--- config.mk ---
export PLATFORM = sky130hd
export DESIGN_NAME = vector_seq_control
export DESIGN_NICKNAME = d
export VERILOG_FILES = /design/src/rtl/vector_seq_control_pkg.sv /design/src/rtl/vector_ctl_decode.sv /design/src/rtl/vector_seq_control.sv
export SDC_FILE = /design/constraint.sdc
export NUM_CORES = 1
export LEC_CHECK = 0
export BUFFER_PORTS_ARGS = -buffer_cell sky130_fd_sc_hd__buf_2
export CAP_MARGIN = 20
export CORE_MARGIN = 4
export CORE_UTILIZATION = 47
export DETAILED_ROUTE_END_ITERATION = 12
export GPL_TIMING_DRIVEN = 1
export PLACE_DENSITY = 0.71
export SLEW_MARGIN = 40
export SYNTH_ARGS = -nofsm -noshare
export SYNTH_HDL_FRONTEND = slang
export SYNTH_SLANG_ARGS = --single-unit
--- constraint.sdc ---
create_clock -name clk -period 1.6 [get_ports clk]
set_input_delay 0.48 -clock clk [delete_from_list [all_inputs] [get_ports clk]]
set_output_delay 0.48 -clock clk [all_outputs]
set_load 0.02 [all_outputs]
--- src/rtl/vector_seq_control_pkg.sv ---
// Shared encodings for the vector sequencer: instruction classes, ALU op codes,
// sequencer states and the packed control word handed from decode to the sequencer.
package vector_seq_control_pkg;

  typedef enum logic [1:0] {
    ITYPE_MEM  = 2'b00,
    ITYPE_DATA = 2'b01,
    ITYPE_CTRL = 2'b10,
    ITYPE_VEC  = 2'b11
  } itype_e;

  localparam logic [2:0] ALUS_ADD = 3'b000;
  localparam logic [2:0] ALUS_SUB = 3'b001;
  localparam logic [2:0] ALUS_AND = 3'b010;
  localparam logic [2:0] ALUS_OR  = 3'b011;
  localparam logic [2:0] ALUS_SLT = 3'b111;

  localparam logic [2:0] ALUV_ADD = 3'b000;
  localparam logic [2:0] ALUV_MUL = 3'b010;
  localparam logic [2:0] ALUV_OP3 = 3'b011;
  localparam logic [2:0] ALUV_OP4 = 3'b100;
  localparam logic [2:0] ALUV_OP5 = 3'b101;
  localparam logic [2:0] ALUV_OP6 = 3'b110;

  localparam logic [1:0] IMM_BRANCH = 2'b00;
  localparam logic [1:0] IMM_I      = 2'b10;

  typedef enum logic [1:0] {
    IDLE,
    SINGLE,
    VECTOR,
    ILLEGAL
  } state_e;

  typedef struct packed {
    logic       Brinco;
    logic       Equal;
    logic       GreaterEqual;
    logic       LessEqual;
    logic       MemRead;
    logic       MemWrite;
    logic       WriteVec;
    logic       MemToReg;
    logic       ALUSrc;
    logic       RegWriteS;
    logic       RegWriteV;
    logic       AluData;
    logic [2:0] ALUOpS;
    logic [2:0] ALUOpV;
    logic [1:0] ImmSrc;
  } ctl_word_t;

  // Width of the beat counter; a single-beat configuration still gets one bit.
  function automatic int unsigned beat_w(input int unsigned beats);
    return (beats > 1) ? $clog2(beats) : 1;
  endfunction

endpackage

--- src/rtl/vector_ctl_decode.sv ---
// Combinational instruction decode: maps type/func fields to a control word,
// flags undefined encodings and vector-class (multi-beat) instructions.
module vector_ctl_decode
  import vector_seq_control_pkg::*;
(
  input  logic [1:0] instruction_type_i,
  input  logic [4:0] func_i,
  output ctl_word_t  ctl_o,
  output logic       illegal_o,
  output logic       is_vector_o
);

  ctl_word_t ctl;
  logic      bad;

  always_comb begin
    ctl         = '0;
    bad         = 1'b0;
    is_vector_o = 1'b0;
    unique case (itype_e'(instruction_type_i))
      ITYPE_MEM: begin
        ctl.ALUSrc  = 1'b1;
        ctl.ImmSrc  = IMM_I;
        is_vector_o = func_i[4];
        unique case (func_i[4:3])
          2'b00: begin
            ctl.MemRead   = 1'b1;
            ctl.RegWriteS = 1'b1;
            ctl.MemToReg  = 1'b1;
          end
          2'b01: ctl.MemWrite = 1'b1;
          2'b10: begin
            ctl.MemRead   = 1'b1;
            ctl.RegWriteV = 1'b1;
            ctl.MemToReg  = 1'b1;
          end
          default: begin
            ctl.MemWrite = 1'b1;
            ctl.WriteVec = 1'b1;
          end
        endcase
      end
      ITYPE_DATA: begin
        ctl.RegWriteS = 1'b1;
        if (func_i[4]) begin
          ctl.ALUOpS = func_i[3:1];
          ctl.ALUSrc = 1'b1;
          ctl.ImmSrc = IMM_I;
        end else begin
          case (func_i)
            5'b00000: ctl.ALUOpS = ALUS_ADD;
            5'b00001: ctl.ALUOpS = ALUS_SUB;
            5'b00010: ctl.ALUOpS = ALUS_AND;
            5'b00011: ctl.ALUOpS = ALUS_OR;
            5'b01011: ctl.ALUOpS = ALUS_SLT;
            default:  bad = 1'b1;
          endcase
        end
      end
      ITYPE_CTRL: begin
        ctl.ALUOpS = ALUS_SUB;
        ctl.ImmSrc = IMM_BRANCH;
        unique case (func_i[4:3])
          2'b00:   ctl.Brinco       = 1'b1;
          2'b01:   ctl.LessEqual    = 1'b1;
          2'b10:   ctl.Equal        = 1'b1;
          default: ctl.GreaterEqual = 1'b1;
        endcase
      end
      default: begin
        is_vector_o   = 1'b1;
        ctl.AluData   = 1'b1;
        ctl.RegWriteV = 1'b1;
        // func[0] only selects within the 00/01 groups; the upper groups ignore it.
        unique case (func_i[4:3])
          2'b00: begin
            case (func_i[2:0])
              3'b000:  ctl.ALUOpV = ALUV_ADD;
              3'b001:  ctl.ALUOpV = ALUV_MUL;
              default: bad = 1'b1;
            endcase
          end
          2'b01: begin
            case (func_i[2:0])
              3'b010:  ctl.ALUOpV = ALUV_ADD;
              3'b011:  ctl.ALUOpV = ALUV_MUL;
              default: bad = 1'b1;
            endcase
          end
          2'b10: begin
            case (func_i[2:1])
              2'b00:   ctl.ALUOpV = ALUV_OP3;
              2'b01:   ctl.ALUOpV = ALUV_OP4;
              2'b10:   ctl.ALUOpV = ALUV_OP5;
              default: bad = 1'b1;
            endcase
          end
          default: begin
            if (func_i[2:1] == 2'b00) ctl.ALUOpV = ALUV_OP6;
            else                      bad = 1'b1;
          end
        endcase
      end
    endcase
  end

  assign ctl_o     = bad ? '0 : ctl;
  assign illegal_o = bad;

endmodule

--- src/rtl/vector_seq_control.sv ---
// Instruction sequencer: registers the decoded control word on accept and replays
// it for one beat (scalar) or BEATS beats (vector), honouring downstream stall.
module vector_seq_control
  import vector_seq_control_pkg::*;
#(
  parameter int unsigned LANES = 4,
  parameter int unsigned VLEN  = 16
) (
  input  logic                                 clk,
  input  logic                                 rst,
  input  logic                                 instr_valid,
  output logic                                 instr_ready,
  input  logic [1:0]                           instruction_type,
  input  logic [4:0]                           func,
  input  logic                                 stall,
  output logic                                 ctl_valid,
  output logic                                 Brinco,
  output logic                                 Equal,
  output logic                                 GreaterEqual,
  output logic                                 LessEqual,
  output logic                                 MemRead,
  output logic                                 MemWrite,
  output logic                                 WriteVec,
  output logic                                 MemToReg,
  output logic                                 ALUSrc,
  output logic                                 RegWriteS,
  output logic                                 RegWriteV,
  output logic                                 AluData,
  output logic [2:0]                           ALUOpS,
  output logic [2:0]                           ALUOpV,
  output logic [1:0]                           ImmSrc,
  output logic [beat_w(VLEN/LANES)-1:0]        beat_idx,
  output logic                                 last_beat,
  output logic                                 busy,
  output logic                                 illegal
);

  localparam int unsigned BEATS = VLEN / LANES;
  localparam int unsigned BW    = beat_w(BEATS);
  localparam logic [BW-1:0] LAST_BEAT = BW'(BEATS - 1);

  state_e        state_q, state_d;
  logic [BW-1:0] beat_q, beat_d;
  ctl_word_t     ctl_q, ctl_d;

  ctl_word_t     dec_ctl;
  logic          dec_illegal;
  logic          dec_is_vector;
  logic          accept;
  ctl_word_t     ctl_out;

  vector_ctl_decode u_decode (
    .instruction_type_i (instruction_type),
    .func_i             (func),
    .ctl_o              (dec_ctl),
    .illegal_o          (dec_illegal),
    .is_vector_o        (dec_is_vector)
  );

  always_ff @(posedge clk or posedge rst) begin
    if (rst) begin
      state_q <= IDLE;
      beat_q  <= '0;
      ctl_q   <= '0;
    end else begin
      state_q <= state_d;
      beat_q  <= beat_d;
      ctl_q   <= ctl_d;
    end
  end

  always_comb begin
    ctl_valid   = (state_q == SINGLE) || (state_q == VECTOR);
    last_beat   = (state_q == SINGLE) || ((state_q == VECTOR) && (beat_q == LAST_BEAT));
    busy        = (state_q != IDLE);
    illegal     = (state_q == ILLEGAL);
    // Held low during reset so every output reads 0 until release.
    instr_ready = !rst && ((state_q == IDLE) || (last_beat && !stall));
    accept      = instr_valid && instr_ready;
  end

  always_comb begin
    state_d = state_q;
    beat_d  = beat_q;
    ctl_d   = ctl_q;
    if (accept) begin
      ctl_d  = dec_ctl;
      beat_d = '0;
      if (dec_illegal)        state_d = ILLEGAL;
      else if (dec_is_vector) state_d = VECTOR;
      else                    state_d = SINGLE;
    end else begin
      unique case (state_q)
        SINGLE: if (!stall) state_d = IDLE;
        VECTOR: begin
          if (!stall) begin
            if (beat_q == LAST_BEAT) begin
              state_d = IDLE;
              beat_d  = '0;
            end else begin
              beat_d = beat_q + 1'b1;
            end
          end
        end
        ILLEGAL: state_d = IDLE;
        default: ;
      endcase
    end
  end

  assign ctl_out      = ctl_valid ? ctl_q : '0;
  assign Brinco       = ctl_out.Brinco;
  assign Equal        = ctl_out.Equal;
  assign GreaterEqual = ctl_out.GreaterEqual;
  assign LessEqual    = ctl_out.LessEqual;
  assign MemRead      = ctl_out.MemRead;
  assign MemWrite     = ctl_out.MemWrite;
  assign WriteVec     = ctl_out.WriteVec;
  assign MemToReg     = ctl_out.MemToReg;
  assign ALUSrc       = ctl_out.ALUSrc;
  assign RegWriteS    = ctl_out.RegWriteS;
  assign RegWriteV    = ctl_out.RegWriteV;
  assign AluData      = ctl_out.AluData;
  assign ALUOpS       = ctl_out.ALUOpS;
  assign ALUOpV       = ctl_out.ALUOpV;
  assign ImmSrc       = ctl_out.ImmSrc;
  assign beat_idx     = beat_q;

endmodule

* Yosys cells after proc, flatten, opt, wreduce, memory -nomap -nowiden *
Index checks and enable logic that the tools add are counted.

operators by class
  reductions and logical operators = 29
  multiplexer cells = 45
  add/subtract/negate cells = 1
  equal/unequal tests = 21

operator list
  kind                                           count
  two-way mux 20 bit                             2
  two-way mux 2 bit                              13
  case mux 3 bit (3 select lines)                2
  two-way mux 1 bit                              14
  == test 2 bit, second input constant           6
  case mux 3 bit (4 select lines)                1
  == test 5 x 2 -> 1 bit, second input constant  2
  OR reduction 2 bit                             5
  two-way mux 3 bit                              3
  OR reduction 3 bit                             3
  == test 2 x 1 -> 1 bit, second input constant  4
  logical NOT 2 bit                              4
  two-way mux 4 bit                              2
  case mux 2 bit (2 select lines)                2
  == test 3 x 2 -> 1 bit, second input constant  2
  != test 3 bit, second input constant           2
  case mux 1 bit (2 select lines)                3
  case mux 2 bit (3 select lines)                1
  case mux 3 bit (2 select lines)                1
  == test 5 x 1 -> 1 bit, second input constant  1
  == test 5 x 4 -> 1 bit, second input constant  1
  logical NOT 5 bit                              1
  OR reduction 5 bit                             1
  logical AND 1 bit                              4
  12 further kinds                               16

storage, ports and cells
  word-level logic and storage cells = 113
  register bits after elaboration = 24
  bits of input ports = 11
  output and inout bits = 27

* Depth between registers and ports, before layout *
  depth after elaboration = 9
  depth in mapped cells = 7
  depth with buffers taken out = 6

* Cells and area by module *
From an unflattened synthesis, not the netlist that was laid out.

unflattened totals
  cell total of the unflattened synthesis = 173
  area total of the unflattened synthesis = 1795.5 µm²

modules (own cells, without submodules)
  module              cells an instance  area each (µm²)  instances
  vector_seq_control  97                 1282.5           1
  vector_ctl_decode   76                 513.0            1

* Least setup slack after synthesis *
OpenSTA, ideal clock, no wires.

  path kind = register -> register
  start point = register beat_q[0] (netlist: beat_idx[0])
  end point = register ctl_q[10] (netlist name)
  cell stages (with the launch flop) = 7
  buffers on the path = 1
  library setup time = 0.123 ns
  setup slack = -0.484 ns
  arrival = 1.960 ns
  path through = dfrtp_1 -> ha_1 -> a211oi_2 -> nor3_1 -> nand2_2 -> buf_2 -> o2bb2ai_1

on the way
  longest elaborated chain between the ends = 7

RTL lines
  what                    line                      source
  start, declared         vector_seq_control.sv:43  logic [BW-1:0] beat_q, beat_d;
  start signal, assigned  vector_seq_control.sv:67  beat_q <= beat_d;
  == test 2 bit           vector_seq_control.sv:74  last_beat = (state_q == SINGLE) || ((state_q == VECTOR) && (beat_q == LAST_BEAT));
  logical AND 1 bit       vector_seq_control.sv:74
  logical OR 1 bit        vector_seq_control.sv:74
  logical AND 1 bit       vector_seq_control.sv:78  instr_ready = !rst && ((state_q == IDLE) || (last_beat && !stall));
  logical OR 1 bit        vector_seq_control.sv:78
  logical AND 1 bit       vector_seq_control.sv:78
  named net instr_ready   vector_seq_control.sv:12  output logic instr_ready,
  logical AND 1 bit       vector_seq_control.sv:79  accept = instr_valid && instr_ready;
  end signal, assigned    vector_seq_control.sv:68  ctl_q <= ctl_d;
  end, declared           vector_seq_control.sv:44  ctl_word_t ctl_q, ctl_d;

The timed path passes the listed nets, and every way through them passes these cells.
A chain may end at the register's enable or synchronous reset.

* Worst setup path after layout *
  start point = register state_q[1]
  end point = output port instr_ready

on the way
  longest elaborated chain between the ends = 6
  elaborated cells on any way between the ends = 8
  those cells by class = eq/ne: 2; reduce/logical: 6

RTL lines
  what                    line                      source
  start, declared         vector_seq_control.sv:42  state_e state_q, state_d;
  start signal, assigned  vector_seq_control.sv:66  state_q <= state_d;
  == test 2 bit           vector_seq_control.sv:74
  logical AND 1 bit       vector_seq_control.sv:74
  logical OR 1 bit        vector_seq_control.sv:74
  logical AND 1 bit       vector_seq_control.sv:78
  logical OR 1 bit (*)    vector_seq_control.sv:78
  logical AND 1 bit (*)   vector_seq_control.sv:78
  end, declared           vector_seq_control.sv:12

Mark *: on every way between the ends. The rest lies on a longest branch, timed or not.

==> impl_table.tex <==
\begin{tabular}{lr}
\hline
Metric & Value \\
\hline
\multicolumn{2}{l}{\textbf{Run status}} \\
Result of the run & complete, but fails checks \\
Violated checks & negative setup slack \\
\multicolumn{2}{l}{\textbf{Placement}} \\
Count of input and output buffers & 36 \\
RD Place Congestion & 0.817 \\
DPL Wire Length & 2950 um \\
Dpl cell area & 0.00201 mm2 \\
Number of cells in the design after placement & 237 \\
Minimum setup slack after placement & -0.262 ns \\
\multicolumn{2}{l}{\textbf{Floorplanning}} \\
Chip Width & 63.5 um \\
Number of placement rows & 19 \\
Initial cell density of the core & 0.507 \\
Die H & 63.5 um \\
Die footprint & 0.00403 mm2 \\
Core Footprint & 0.00285 mm2 \\
Number of placed I/O pins & 38 \\
\multicolumn{2}{l}{\textbf{Power}} \\
Final Power & 3.37 mW \\
Power density of the placed cells & 1380 mW/mm2 \\
Worst ir drop on vdd & 0.00135 V \\
P\_leak & 1.18 nW \\
\multicolumn{2}{l}{\textbf{Global routing}} \\
Combined global-route utilization of all metal layers & 0.226 \\
Met1 capacity usage during global routing & 0.285 \\
Global-route layer with the greatest usage & met2 \\
Wire length of the first global-routing pass & 7230 um \\
Number of global-route vias before repair & 1,468 \\
Antenna violations before repair & 0 \\
Largest net degree at the start of global routing & 20 \\
Met2 Use GR & 0.404 \\
GRT met3 Usage & 0.0266 \\
Leftover overflow at the end of global routing & 0 \\
\multicolumn{2}{l}{\textbf{Logic synthesis}} \\
Synthesis warning total & 0 \\
Synthesized net count & 174 \\
Portion of synthesized cell area occupied by the leading cell type & 0.363 \\
Sequential area share after synthesis & 0.363 \\
Library cell with the largest summed area after synthesis & sky130\_fd\_sc\_hd\_\_dfrtp\_1 \\
Synthesized area divided by synthesized cell count & 9.77 um2 \\
Post-synthesis sequential element count & 21 \\
Mapped Area & 0.00145 mm2 \\
Post-synth cell types & 40 \\
Gate count of the mapped netlist & 148 \\
Cell types occupying the most area after synthesis & sky130\_fd\_sc\_hd\_\_dfrtp\_1, sky130\_fd\_sc\_hd\_\_ha\_1, sky130\_fd\_sc\_hd\_\_and2\_1, sky130\_fd\_sc\_hd\_\_o2bb2ai\_1, sky130\_fd\_sc\_hd\_\_inv\_1 \\
\multicolumn{2}{l}{\textbf{Drt}} \\
Detailed-routing iteration count for the pre-antenna-repair pass & 4 \\
Average detailed-routed wire length per instance & 19.3 um \\
Final wirelength & 4910 um \\
Post-route DRC violation count & 0 \\
Number of antenna-violating nets in the routed design & 0 \\
Number of violations reported at the end of detailed-routing iteration 0 & 94 \\
Via Count & 1,473 \\
Detailed-route vias per instance & 5.78 \\
\multicolumn{2}{l}{\textbf{CTS}} \\
Clock-pin slew of the registers on the worst-case setup and hold paths & 0.14 ns \\
Maximum level of the CTS H-tree & 1 \\
CTS tree & yes \\
Num CTS Buffers & 3 \\
Library cell used as clock root buffer & sky130\_fd\_sc\_hd\_\_clkbuf\_4 \\
Clk buf depth & 2 \\
CTS Hold Buffers Added & 0 \\
Clock network latency to the later pin of the worst-skew pair & 0.32 ns \\
Count of clock tree sinks & 21 \\
\multicolumn{2}{l}{\textbf{Final layout}} \\
Share of cells above drive strength 1 & 0.598 \\
Number of standard cells in the final layout excluding fillers & 255 \\
Most frequent standard cell in the layout excluding fill and tap cells & sky130\_fd\_sc\_hd\_\_buf\_4 \\
Final instance area & 0.00245 mm2 \\
Signed area change from the synthesized netlist to the final layout & 69.1\% \\
Layout Nets & 251 \\
Antenna diode count & 0 \\
Commonest cells after routing, fill and taps aside & sky130\_fd\_sc\_hd\_\_buf\_4, sky130\_fd\_sc\_hd\_\_buf\_6, sky130\_fd\_sc\_hd\_\_dfrtp\_1 \\
\multicolumn{2}{l}{\textbf{Flow run}} \\
Max cap viols & 0 \\
\multicolumn{2}{l}{\textbf{Setup path}} \\
Worst reg2reg endpoint & ctl\_q[14]\$\_DFFE\_PP0P\_ \\
Critical path peak fanout & 3 \\
Worst reg2reg path startpoint & state\_q[1]\$\_DFFE\_PP0P\_ \\
Kind of end point of the critical path & output port \\
R2R setup slack & -0.40 ns \\
Critical setup path kind & flip-flop to output port \\
Worst Path Arrival & 1.62 ns \\
Required time of the critical path & 1.12 ns \\
Kind of start point of the critical path & flip-flop \\
Cell depth of the worst flop-to-flop path & 8 \\
\multicolumn{2}{l}{\textbf{Timing}} \\
Worst clock skew on the final layout & 0.00977 ns \\
Unrepaired setup endpoints after global routing & true \\
Final hold violation count & 0 \\
Final worst slack & -0.501 ns \\
Final setup viols & 45 \\
Worst slack on hold paths & 0.232 ns \\
Min Clock Period, post-route & 2.10 ns \\
Final Max Slew Viols & 0 \\
Max Fclk & 476 MHz \\
Ratio of final minimum period to clock period & 1.31 \\
\multicolumn{2}{l}{\textbf{Min path}} \\
Worst min-delay path category & input port to asynchronous set/reset pin \\
\hline
\end{tabular}
[timing repair]
action | CTS | global route
buffers inserted | 10 | 4
endpoints found under the setup margin | 43 | 45
cloned | 1 | 0
resized for setup | 54 | 20
pin swaps | 23 | 10
hold endpoints to repair | 0 | 0
[power breakdown]
| group | switching, mW | internal [mW] |
|---|---|---|
| registers | 0.139 | 0.685 |
| logic | 1.07 | 1.19 |
| clock network | 0.184 | 0.0936 |
| total | 1.40 | 1.97 |
[sequential cells by signal, summed over array words and instances (netlist names)]
name / flops
state_q: 2
ctl_q: 17
beat_idx: 2
[worst max-delay path, cell delays in order (launching register included)]
cell	delay [ns]
sky130_fd_sc_hd__dfrtp_2	0.49
sky130_fd_sc_hd__inv_4	0.09
sky130_fd_sc_hd__ha_4	0.17
sky130_fd_sc_hd__nor2b_4	0.05
sky130_fd_sc_hd__buf_6	0.11
sky130_fd_sc_hd__nor3_4	0.23
sky130_fd_sc_hd__buf_6	0.15
[area by class of cell]
| type | instances | area [um2] |
|---|---|---|
| well taps | 31 | 38.8 |
| flip-flops and latches | 21 | 531 |
| clock inverters | 1 | 5.00 |
| clock buffers | 3 | 22.5 |
| fillers | 138 | 407 |
| inverters | 12 | 47.5 |
| multi-input cells | 104 | 1100 |
| repair buffers | 83 | 704 |
[worst max path at each step]
stage	start	end	slack, ns	cells past startpoint
floorplan	beat_idx[0]$_DFFE_PP0P_	ctl_q[15]$_DFFE_PP0P_	-0.12	6
global placement	func[1]	ctl_q[14]$_DFFE_PP0P_	-0.21	7
detailed placement	state_q[1]$_DFFE_PP0P_	ctl_q[3]$_DFFE_PP0P_	-0.26	6
CTS	state_q[1]$_DFFE_PP0P_	instr_ready	-0.43	6
global route	state_q[1]$_DFFE_PP0P_	instr_ready	-0.55	6
finish	state_q[1]$_DFFE_PP0P_	instr_ready	-0.50	6
[routing by layer]
layer | vias up | share of wire
met3 | 14 | 0.050
met4 | 0 | 0.018
met5 | - | 0
met2 | 72 | 0.53
li1 | 670 | -
met1 | 717 | 0.40
[through the flow]
stage / utilization / TNS (ns)
after floorplan: - / -1.62
after detailed placement: 0.705 / -6.19
after global routing: 0.857 / -18.78
after CTS: 0.812 / -14.11
after global placement: 0.705 / -4.55
final: 0.857 / -16.11
[logic make-up (layout without fill, tap and decap cells)]
family,count (synthesis),after routing,share of synthesized area
AO/OA/AOI/OAI,39,39,0.218
XOR/XNOR,1,1,0.00606
adder cells (fa/ha/maj),15,15,0.130
buffers and inverters,23,99,0.0761
flip-flops,21,21,0.363
multiplexers,3,3,0.0216
other,1,1,0.00259
AND/OR/NAND/NOR,45,45,0.183
[cells in the mapped netlist, drive strengths merged]
cell type  instances
a2111oi            1
a211oi             1
a21boi             1
a21o               1
a21oi              5
a22o               2
a22oi              1
a2bb2oi            1
a32o               5
a41oi              1
and2              18
and4               1
buf                9
clkbuf             2
conb               1
dfrtp             21
ha                15
inv               12
mux2               1
mux2i              2
nand2              4
nand3              5
nand4              1
nor2               9
nor2b              5
nor3               1
nor4b              1
o2111ai            1
o211ai             3
o21ai              4
o221a              1
o22a               1
o2bb2ai            9
o32ai              1
xnor2              1
Note: power is estimated with default switching activity, not from simulation.
